$ cat config.mk
export PLATFORM = sky130hd
export DESIGN_NAME = mult_div_unit
export DESIGN_NICKNAME = d
export VERILOG_FILES = /design/src/rtl/mult_div_unit.sv
export SDC_FILE = /design/constraint.sdc
export NUM_CORES = 1
export LEC_CHECK = 0
export BUFFER_PORTS_ARGS = -buffer_cell sky130_fd_sc_hd__buf_4
export CAP_MARGIN = 25
export CORE_ASPECT_RATIO = 2
export CORE_MARGIN = 1.5
export CORE_UTILIZATION = 50
export DETAILED_ROUTE_END_ITERATION = 6
export GPL_ROUTABILITY_DRIVEN = 0
export PLACE_DENSITY = 0.7
export SYNTH_ARGS = -nofsm -noshare
export SYNTH_HDL_FRONTEND = slang
export SYNTH_SLANG_ARGS = --single-unit
$ cat constraint.sdc
create_clock -name clk -period 3.8 [get_ports clk]
set_input_delay 0.19 -clock clk [delete_from_list [all_inputs] [get_ports clk]]
set_output_delay 0.19 -clock clk [all_outputs]
set_load 0.005 [all_outputs]
$ cat src/rtl/mult_div_unit.sv
// Iterative MIPS multiply/divide unit with architectural HI/LO registers.
// Each op costs 32 shift steps plus one sign-fixup cycle, so busy lasts 33 cycles.
//
// state  | meaning
// S_IDLE | waiting for start; MTHI/MTLO complete here in one cycle
// S_MUL  | radix-2 shift-add, one multiplier bit per cycle
// S_DIV  | restoring division, one quotient bit per cycle
// S_FIX  | apply result signs and write HI/LO
module mult_div_unit #(
   parameter int DATA_W = 32
) (
   input  logic              clk,
   input  logic              rst_n,
   input  logic              start,
   input  logic [2:0]        op,
   input  logic [DATA_W-1:0] rs_i,
   input  logic [DATA_W-1:0] rt_i,
   input  logic              flush,
   input  logic              rd_hi,
   output logic              busy,
   output logic              done,
   output logic [DATA_W-1:0] hi_o,
   output logic [DATA_W-1:0] lo_o,
   output logic [DATA_W-1:0] rdata_o
);

   localparam int CNT_W = $clog2(DATA_W);
   localparam logic [CNT_W-1:0] CNT_LAST = CNT_W'(DATA_W - 1);
   localparam logic [CNT_W-1:0] CNT_ONE  = CNT_W'(1);

   typedef enum logic [1:0] {S_IDLE, S_MUL, S_DIV, S_FIX} state_t;

   state_t                r_state;
   state_t                w_next;
   logic [CNT_W-1:0]      r_cnt;
   logic [2*DATA_W-1:0]   r_acc;
   logic [DATA_W-1:0]     r_opnd;
   logic                  r_is_div;
   logic                  r_neg_res;
   logic                  r_neg_rem;
   logic                  r_div0;
   logic [DATA_W-1:0]     r_hi;
   logic [DATA_W-1:0]     r_lo;
   logic                  r_done;

   logic                  w_issue;
   logic                  w_is_md;
   logic                  w_signed;
   logic                  w_rs_neg;
   logic                  w_rt_neg;
   logic [DATA_W-1:0]     w_rs_mag;
   logic [DATA_W-1:0]     w_rt_mag;
   logic [DATA_W:0]       w_mul_sum;
   logic [2*DATA_W-1:0]   w_mul_next;
   logic [DATA_W:0]       w_rem_sh;
   logic [DATA_W:0]       w_diff;
   logic                  w_ge;
   logic [DATA_W-1:0]     w_rem_new;
   logic [2*DATA_W-1:0]   w_div_next;
   logic [2*DATA_W-1:0]   w_prod;
   logic [DATA_W-1:0]     w_quo;
   logic [DATA_W-1:0]     w_rem;

   assign w_issue  = start && !flush && (r_state == S_IDLE);
   assign w_is_md  = w_issue && !op[2];
   assign w_signed = !op[0];
   assign w_rs_neg = w_signed && rs_i[DATA_W-1];
   assign w_rt_neg = w_signed && rt_i[DATA_W-1];
   assign w_rs_mag = w_rs_neg ? -rs_i : rs_i;
   assign w_rt_mag = w_rt_neg ? -rt_i : rt_i;

   assign w_mul_sum  = {1'b0, r_acc[2*DATA_W-1:DATA_W]} + {1'b0, r_opnd};
   assign w_mul_next = r_acc[0] ? {w_mul_sum, r_acc[DATA_W-1:1]}
                                : {1'b0, r_acc[2*DATA_W-1:1]};

   // Partial remainder lives in the upper half, dividend/quotient bits in the lower half.
   assign w_rem_sh   = {r_acc[2*DATA_W-1:DATA_W], r_acc[DATA_W-1]};
   assign w_ge       = (w_rem_sh >= {1'b0, r_opnd});
   assign w_diff     = w_rem_sh - {1'b0, r_opnd};
   assign w_rem_new  = w_ge ? w_diff[DATA_W-1:0] : w_rem_sh[DATA_W-1:0];
   assign w_div_next = {w_rem_new, r_acc[DATA_W-2:0], w_ge};

   assign w_prod = r_neg_res ? -r_acc : r_acc;
   assign w_quo  = r_neg_res ? -r_acc[DATA_W-1:0] : r_acc[DATA_W-1:0];
   assign w_rem  = r_neg_rem ? -r_acc[2*DATA_W-1:DATA_W] : r_acc[2*DATA_W-1:DATA_W];

   always_ff @(posedge clk or negedge rst_n) begin
      if (!rst_n) r_state <= S_IDLE;
      else        r_state <= w_next;
   end

   always_comb begin
      w_next = r_state;
      case (r_state)
         S_IDLE: if (w_is_md) w_next = op[1] ? S_DIV : S_MUL;
         S_MUL, S_DIV: begin
            if (flush)                 w_next = S_IDLE;
            else if (r_cnt == CNT_LAST) w_next = S_FIX;
         end
         S_FIX:   w_next = S_IDLE;
         default: w_next = S_IDLE;
      endcase
   end

   always_ff @(posedge clk or negedge rst_n) begin
      if (!rst_n) begin
         r_cnt     <= '0;
         r_acc     <= '0;
         r_opnd    <= '0;
         r_is_div  <= 1'b0;
         r_neg_res <= 1'b0;
         r_neg_rem <= 1'b0;
         r_div0    <= 1'b0;
         r_hi      <= '0;
         r_lo      <= '0;
         r_done    <= 1'b0;
      end else begin
         r_done <= (r_state == S_FIX) && !flush;
         case (r_state)
            S_IDLE: begin
               if (w_is_md) begin
                  r_cnt     <= '0;
                  r_acc     <= {{DATA_W{1'b0}}, w_rs_mag};
                  r_opnd    <= w_rt_mag;
                  r_is_div  <= op[1];
                  r_neg_res <= w_rs_neg ^ w_rt_neg;
                  r_neg_rem <= w_rs_neg;
                  r_div0    <= (rt_i == '0);
               end else if (w_issue && op == 3'b100) begin
                  r_hi <= rs_i;
               end else if (w_issue && op == 3'b101) begin
                  r_lo <= rs_i;
               end
            end
            S_MUL: begin
               r_acc <= w_mul_next;
               r_cnt <= r_cnt + CNT_ONE;
            end
            S_DIV: begin
               r_acc <= w_div_next;
               r_cnt <= r_cnt + CNT_ONE;
            end
            S_FIX: begin
               if (!flush) begin
                  if (r_is_div) begin
                     // Divide by zero leaves the dividend in the remainder, so HI comes back as rs.
                     r_hi <= w_rem;
                     r_lo <= r_div0 ? {DATA_W{1'b1}} : w_quo;
                  end else begin
                     r_hi <= w_prod[2*DATA_W-1:DATA_W];
                     r_lo <= w_prod[DATA_W-1:0];
                  end
               end
            end
            default: ;
         endcase
      end
   end

   assign busy    = (r_state != S_IDLE);
   assign done    = r_done;
   assign hi_o    = r_hi;
   assign lo_o    = r_lo;
   assign rdata_o = rd_hi ? r_hi : r_lo;

endmodule

* Word-level counts from Yosys, hierarchy flattened
Index checks and enable logic that the tools add are counted.
** Storage, ports and cells
- Register bits :: 172
- Output and inout bits :: 98
- Bits of input ports :: 72
- Logic and storage cells :: 87
** Operators by class
- Add/subtract/negate cells :: 8
- Equality and inequality tests :: 13
- Bitwise gates (word level) :: 1
- Reduce and logical (&&, ||, !) cells :: 24
- Magnitude comparators :: 1
- Multiplexer cells :: 29
** Operators by type and width (number)
- $mux W32 :: 16
- $mux W64 :: 3
- $pmux W64 S3 :: 1
- $neg A32 Y32 :: 4
- $pmux W32 S2 :: 2
- $neg A64 Y64 :: 1
- $add A32 B32 Y33 :: 1
- $ge A33 B32 Y1 :: 1
- $logic_not A32 Y1 :: 1
- $sub A32 B32 Y32 :: 1
- $pmux W5 S2 :: 1
- $logic_and A1 B1 Y1 :: 8
- $mux W2 :: 4
- $ne A2 B2 Y1 const B :: 4
- $reduce_and A2 Y1 :: 4
- $eq A3 B3 Y1 const B :: 2
- $pmux W2 S3 :: 1
- $reduce_bool A2 Y1 :: 3
- $add A5 B1 Y5 const B :: 1
- $eq A5 B5 Y1 const B :: 1
- $mux W5 :: 1
- $reduce_and A5 Y1 :: 1
- $eq A2 B2 Y1 const B :: 2
- $ne A2 B1 Y1 const B :: 2
- 8 further kinds :: 10

* Longest topological paths before layout
- Depth after elaboration :: 8
- Depth in mapped cells :: 14
- Mapped depth without buffers :: 13

* Worst setup path before layout
OpenSTA, ideal clock, no wires.
- Kind :: register to register
- Start :: register r_acc[49]
- End :: register r_acc[50]
- Buffers on the path :: 2
- Path slack :: 691 ps
- Period minus slack after synthesis :: 3109 ps
- Arrival :: 3026 ps
- Stages on the path, launching flop included :: 10
- Library setup time :: 83 ps
- Required time :: 3717 ps
- Cells stage by stage :: dfrtp_1 > ha_1 > clkbuf_1 > nand4_1 > or4_1 > o21ba_2 > o31ai_2 > buf_2 > mux2_2 > o21ai_0
** Between the ends
- Word-level cells in the longest chain between the ends :: 3
- Elaborated cells between the ends (all ways) :: 6
- Classes of those cells :: add/sub (2); order compare (1); mux (3)
** RTL lines
- from (decl) :: line 36 : logic [2*DATA_W-1:0] r_acc;
- from (signal assigned) :: line 123 : r_acc <= {{DATA_W{1'b0}}, w_rs_mag};
- from (signal assigned) :: line 136 : r_acc <= w_mul_next;
- from (signal assigned) :: line 140 : r_acc <= w_div_next;
- $sub A32 B32 Y32, or another cell as far along :: line 79 : assign w_diff = w_rem_sh - {1'b0, r_opnd};
- $mux W32 / $mux W64 (equally long branches) :: line 80, 73
- $pmux W64 S3 * :: line 119 : case (r_state)
Mark *: on every way between the ends. The rest lies on a longest branch, timed or not.
A chain may end at the register's enable or synchronous reset.

* Worst setup path after layout
- Start :: register r_acc[19]
- End :: register r_hi[16] (netlist: hi_o[16])
** Between the ends
- Word-level cells in the longest chain between the ends :: 5
** RTL lines
- $neg A64 Y64 :: line 83 : assign w_prod = r_neg_res ? -r_acc : r_acc;
- $mux W64 :: line 83
- $mux W32 :: line 145 : if (r_is_div) begin
- $mux W32 :: line 144 : if (!flush) begin
- $pmux W32 S2 :: line 119
- to (signal assigned) :: line 130 : r_hi <= rs_i;
- to (signal assigned) :: line 147 : r_hi <= w_rem;
- to (signal assigned) :: line 150 : r_hi <= w_prod[2*DATA_W-1:DATA_W];
- to (decl) :: line 42 : logic [DATA_W-1:0] r_hi;
No other way between the ends. The select of a mux whose other input is x is not followed.

==> results by group <==
Outcome
  • Status: complete, but fails checks
  • Failing checks: design-rule violations

CTS
  • Clock transition at path regs: 0.08 ns
  • Clk buf depth: 2
  • Postcts setup bufs: 0
  • Root Driver: clkbuf_16
  • CTS tree: built
  • Clock sink count: 172
  • Clock latency at the later pin of the worst-skew pair: 0.48 ns
  • Total CTS buffers: 17
  • Number of H-tree levels: 4

STA
  • Final TNS setup: 0 ns
  • Max-slew headroom: 0.2458
  • Clock Skew: 0.01733 ns
  • RSZ-0062 raised after global routing: false
  • Final Hold Viols: 0
  • Final setup fails: 0
  • Slew @ Worst Pin: about 1.1 ns
  • Period utilisation layout: 0.9678
  • Fin crit period: 3.677 ns
  • Slew Limit Fails: 0
  • Fmax: about 270 MHz

Detailed routing
  • First-iteration detailed-routing DRC count: 1,414
  • Routed wire length per instance: approximately 24 um
  • Vias per cell: ~6.5
  • Post-route DRC violation count: 5
  • Post-DRT Antenna Nets: 0
  • DR vias: 15,500
  • WL final: ~58,000 um
  • 1st-pass router iterations: 7

Worst setup path
  • CP Class: reg -> reg
  • Worst R2R Start: r_acc[19]
  • Crit path from: r_acc[19]
  • CP endpoint kind: flip-flop
  • Worst EP required: 4.18 ns
  • CP startpoint kind: flip-flop
  • CP bufs+invs: 1
  • Max incr delay on CP: around 0.6 ns
  • Critical Path AT: 4.05 ns
  • Slowest cell on the critical path: or4b_4
  • CP top delay family: simple AND/OR/NAND/NOR gates
  • Cell-by-cell trace of the critical path: or4_4 > or4b_4 > nor4_1 > buf_4 > or2_1 > nand2_1 > o21ai_0 > xor2_1 > a211oi_1 > a21o_1
  • Worst-path fanout max: 6

Worst hold path
  • Worst Hold Launch: rt_i[30]
  • Tightest Hold Check Type: in -> reg

Job
  • Max_cap viols: 0

Placed design
  • Port bufs: about 170
  • DP Cell Count: 2,349
  • Hpwl dp: 42,960 um

Die
  • # rows: 89
  • Num ports: 170
  • Die W: approximately 130 um
  • Die Y: 247.1 um
  • Initial core utilization: 0.5069
  • Die area: 30,910 um2
  • Total core area: just under 30,000 um2

Logic synthesis
  • Seq cells post-synth: roughly 170
  • FFs w/ async S/R, synth: 1.000
  • Synthesized Nets: 2,030
  • YS warnings: 0
  • Yosys cell types: 72
  • Post-Syn Area per Cell: 7.918 um2
  • Ys flop type: dfrtp_1
  • Sequential fraction of the synthesis area: 0.2888
  • Mapped Cells: 1,882
  • Post-synth EDFFs: 0
  • Post-Syn Area: 14,900 um2

Global routing
  • GRT overflow: 0
  • Initial antenna violation count: 6
  • Largest net degree at the start of global routing: 83
  • First-pass GRT wire length: roughly 88,000 um
  • Vias in the first global route: roughly 15,000
  • Global-route usage over all layers: 0.3724

Power
  • Leak pwr: about 8 nW
  • PwrDens: 969.2 nW/um2
  • Worst vdd ir: 0.0005147 V

Cells and area
  • Antenna diodes: 0
  • Final nets: roughly 2,200
  • Area grow syn2layout: 16.41%
  • Filler cell count in the final layout: 2,726
  • Fraction of layout cells with a size suffix above 1: 0.1646
  • Non-Filler Instances: 2,387
  • Post-layout util: 0.5901
-- layout make-up --
class	instances	area, um2	share of cell area
Clock inverter	15	172.7	0.009953
Tap cell	364	455.4	0.02625
Inverter	63	236.5	0.01363
Multi-Input combinational cell	1511	9871	0.5690
Timing Repair Buffer	245	1883	0.1085
Clock buffer	17	425.4	0.02452
Sequential cell	172	4304	0.2481
-- cell usage in the layout, fill, tap and decap left out, drive strengths merged, types with 15 or more instances in the layout --
| master | netlist | final |
|---|---|---|
| a21o | 53 | 53 |
| a21oi | 117 | 117 |
| clkbuf | 118 | 17 |
| nand4 | 15 | 15 |
| nand2 | 257 | 257 |
| inv | 62 | 71 |
| nand3 | 18 | 18 |
| mux2i | 30 | 30 |
| o211ai | 19 | 19 |
| xnor2 | 101 | 101 |
| ha | 74 | 74 |
| and3 | 15 | 15 |
| buf | 18 | 242 |
| mux2 | 39 | 39 |
| nor2 | 116 | 116 |
| xor2 | 68 | 68 |
| nor3 | 36 | 36 |
| a22oi | 32 | 32 |
| o21ai | 217 | 217 |
| o22ai | 25 | 25 |
| o31ai | 18 | 18 |
| nor4 | 24 | 24 |
| dfrtp | 172 | 172 |
| nand2b | 18 | 18 |
| a211oi | 25 | 25 |
-- kinds of logic (layout without fill, tap and decap cells) --
kind of cell    Yosys count  count (layout)  synth area share
simple gates            566             566            0.1767
compound gates          631             631            0.2691
flops                   172             172            0.2888
buf+inv                 199             340           0.05164
mux                      69              69           0.04962
fa+ha+maj                76              76           0.06482
xor+xnor                169             169           0.09933
-- metrics by stage --
step | cell area, um2 | worst slack (ns) | power (mW) | hold slack [ns]
6_report | 17350 | 0.1225 | 16.81 | 0.004046
4_1_cts | 17320 | 0.1434 | 16.36 | 0.002038
3_3_place_gp | 16690 | 0.3322 | 14.28 | 0.2877
5_1_grt | 17350 | 0.01921 | 17.92 | 0.02079
2_1_floorplan | 14900 | 0.6912 | 10.67 | -0.1056
3_5_place_dp | 16690 | 0.1743 | 14.48 | 0.2875
-- state kept, by name (all words and copies together), names as in the netlist --
register and flops:
done 1, hi_o 32, lo_o 32, r_acc 64, r_cnt 5, r_div0 1
r_is_div 1, r_neg_rem 1, r_neg_res 1, r_opnd 32, r_state 2
-- power breakdown --
group	switching, mW	internal [mW]	leakage, nW
sequential	1.06	2.65	2.19
combinational	6.78	4.49	5.47
clock	0.903	0.942	0.294
total	8.74	8.07	7.95
-- tightest hold or removal path, cell delays in order --
cell	delay (ns)
buf_4	0.09
xnor2_1	0.10
o21ai_0	0.06
-- what timing repair did --
item                                    CTS  global route
endpoints found under the setup margin    0             3
resized for setup                         0             2
hold buffers                              3             0
hold endpoints to repair                 82             0
-- cells in the mapped netlist (all sizes together) (12+ instances only) --
cell type / n / share of area
clkbuf: 118 / 0.030
o41ai: 12 / 0.0071
nor4: 24 / 0.011
a22oi: 32 / 0.016
a211oi: 25 / 0.013
buf: 18 / 0.0060
nor2: 116 / 0.029
and3: 15 / 0.0063
nand3: 18 / 0.0060
o31ai: 18 / 0.0094
xor2: 68 / 0.040
nand2: 257 / 0.065
a21oi: 117 / 0.039
nand2b: 18 / 0.0076
a31oi: 14 / 0.0059
nor3: 36 / 0.012
o22ai: 25 / 0.010
o211ai: 19 / 0.0096
xnor2: 101 / 0.059
o21a: 14 / 0.0071
a21o: 53 / 0.027
mux2: 39 / 0.029
a222oi: 12 / 0.0081
inv: 62 / 0.016
nand4: 15 / 0.0063
mux2i: 30 / 0.020
nor2b: 14 / 0.0059
o21ai: 217 / 0.073
ha: 74 / 0.062
dfrtp: 172 / 0.29
-- path summary, 6_finish.rpt --
check	to	slack [ns]	cells after the start
worst max-delay path	hi_o[16]	0.12	10
worst min-delay path	r_opnd[30]	0.004	3
worst max register to register	hi_o[16]	0.12	10
worst min register to register	lo_o[17]	0.50	1
max in group asynchronous	lo_o[21]	2.59	3
min in group asynchronous	r_acc[8]	0.32	2
-- per-layer routing --
metal  GRT usage  routed length [um]  vias to the layer above
met1      0.3464               18200                     7371
li1            -                   -                     7057
met5           0                  69                        -
met4      0.3486                6002                       12
met3     0.09693                4236                      310
met2      0.6557               29030                      748
Power figures use the tool's default switching activity.
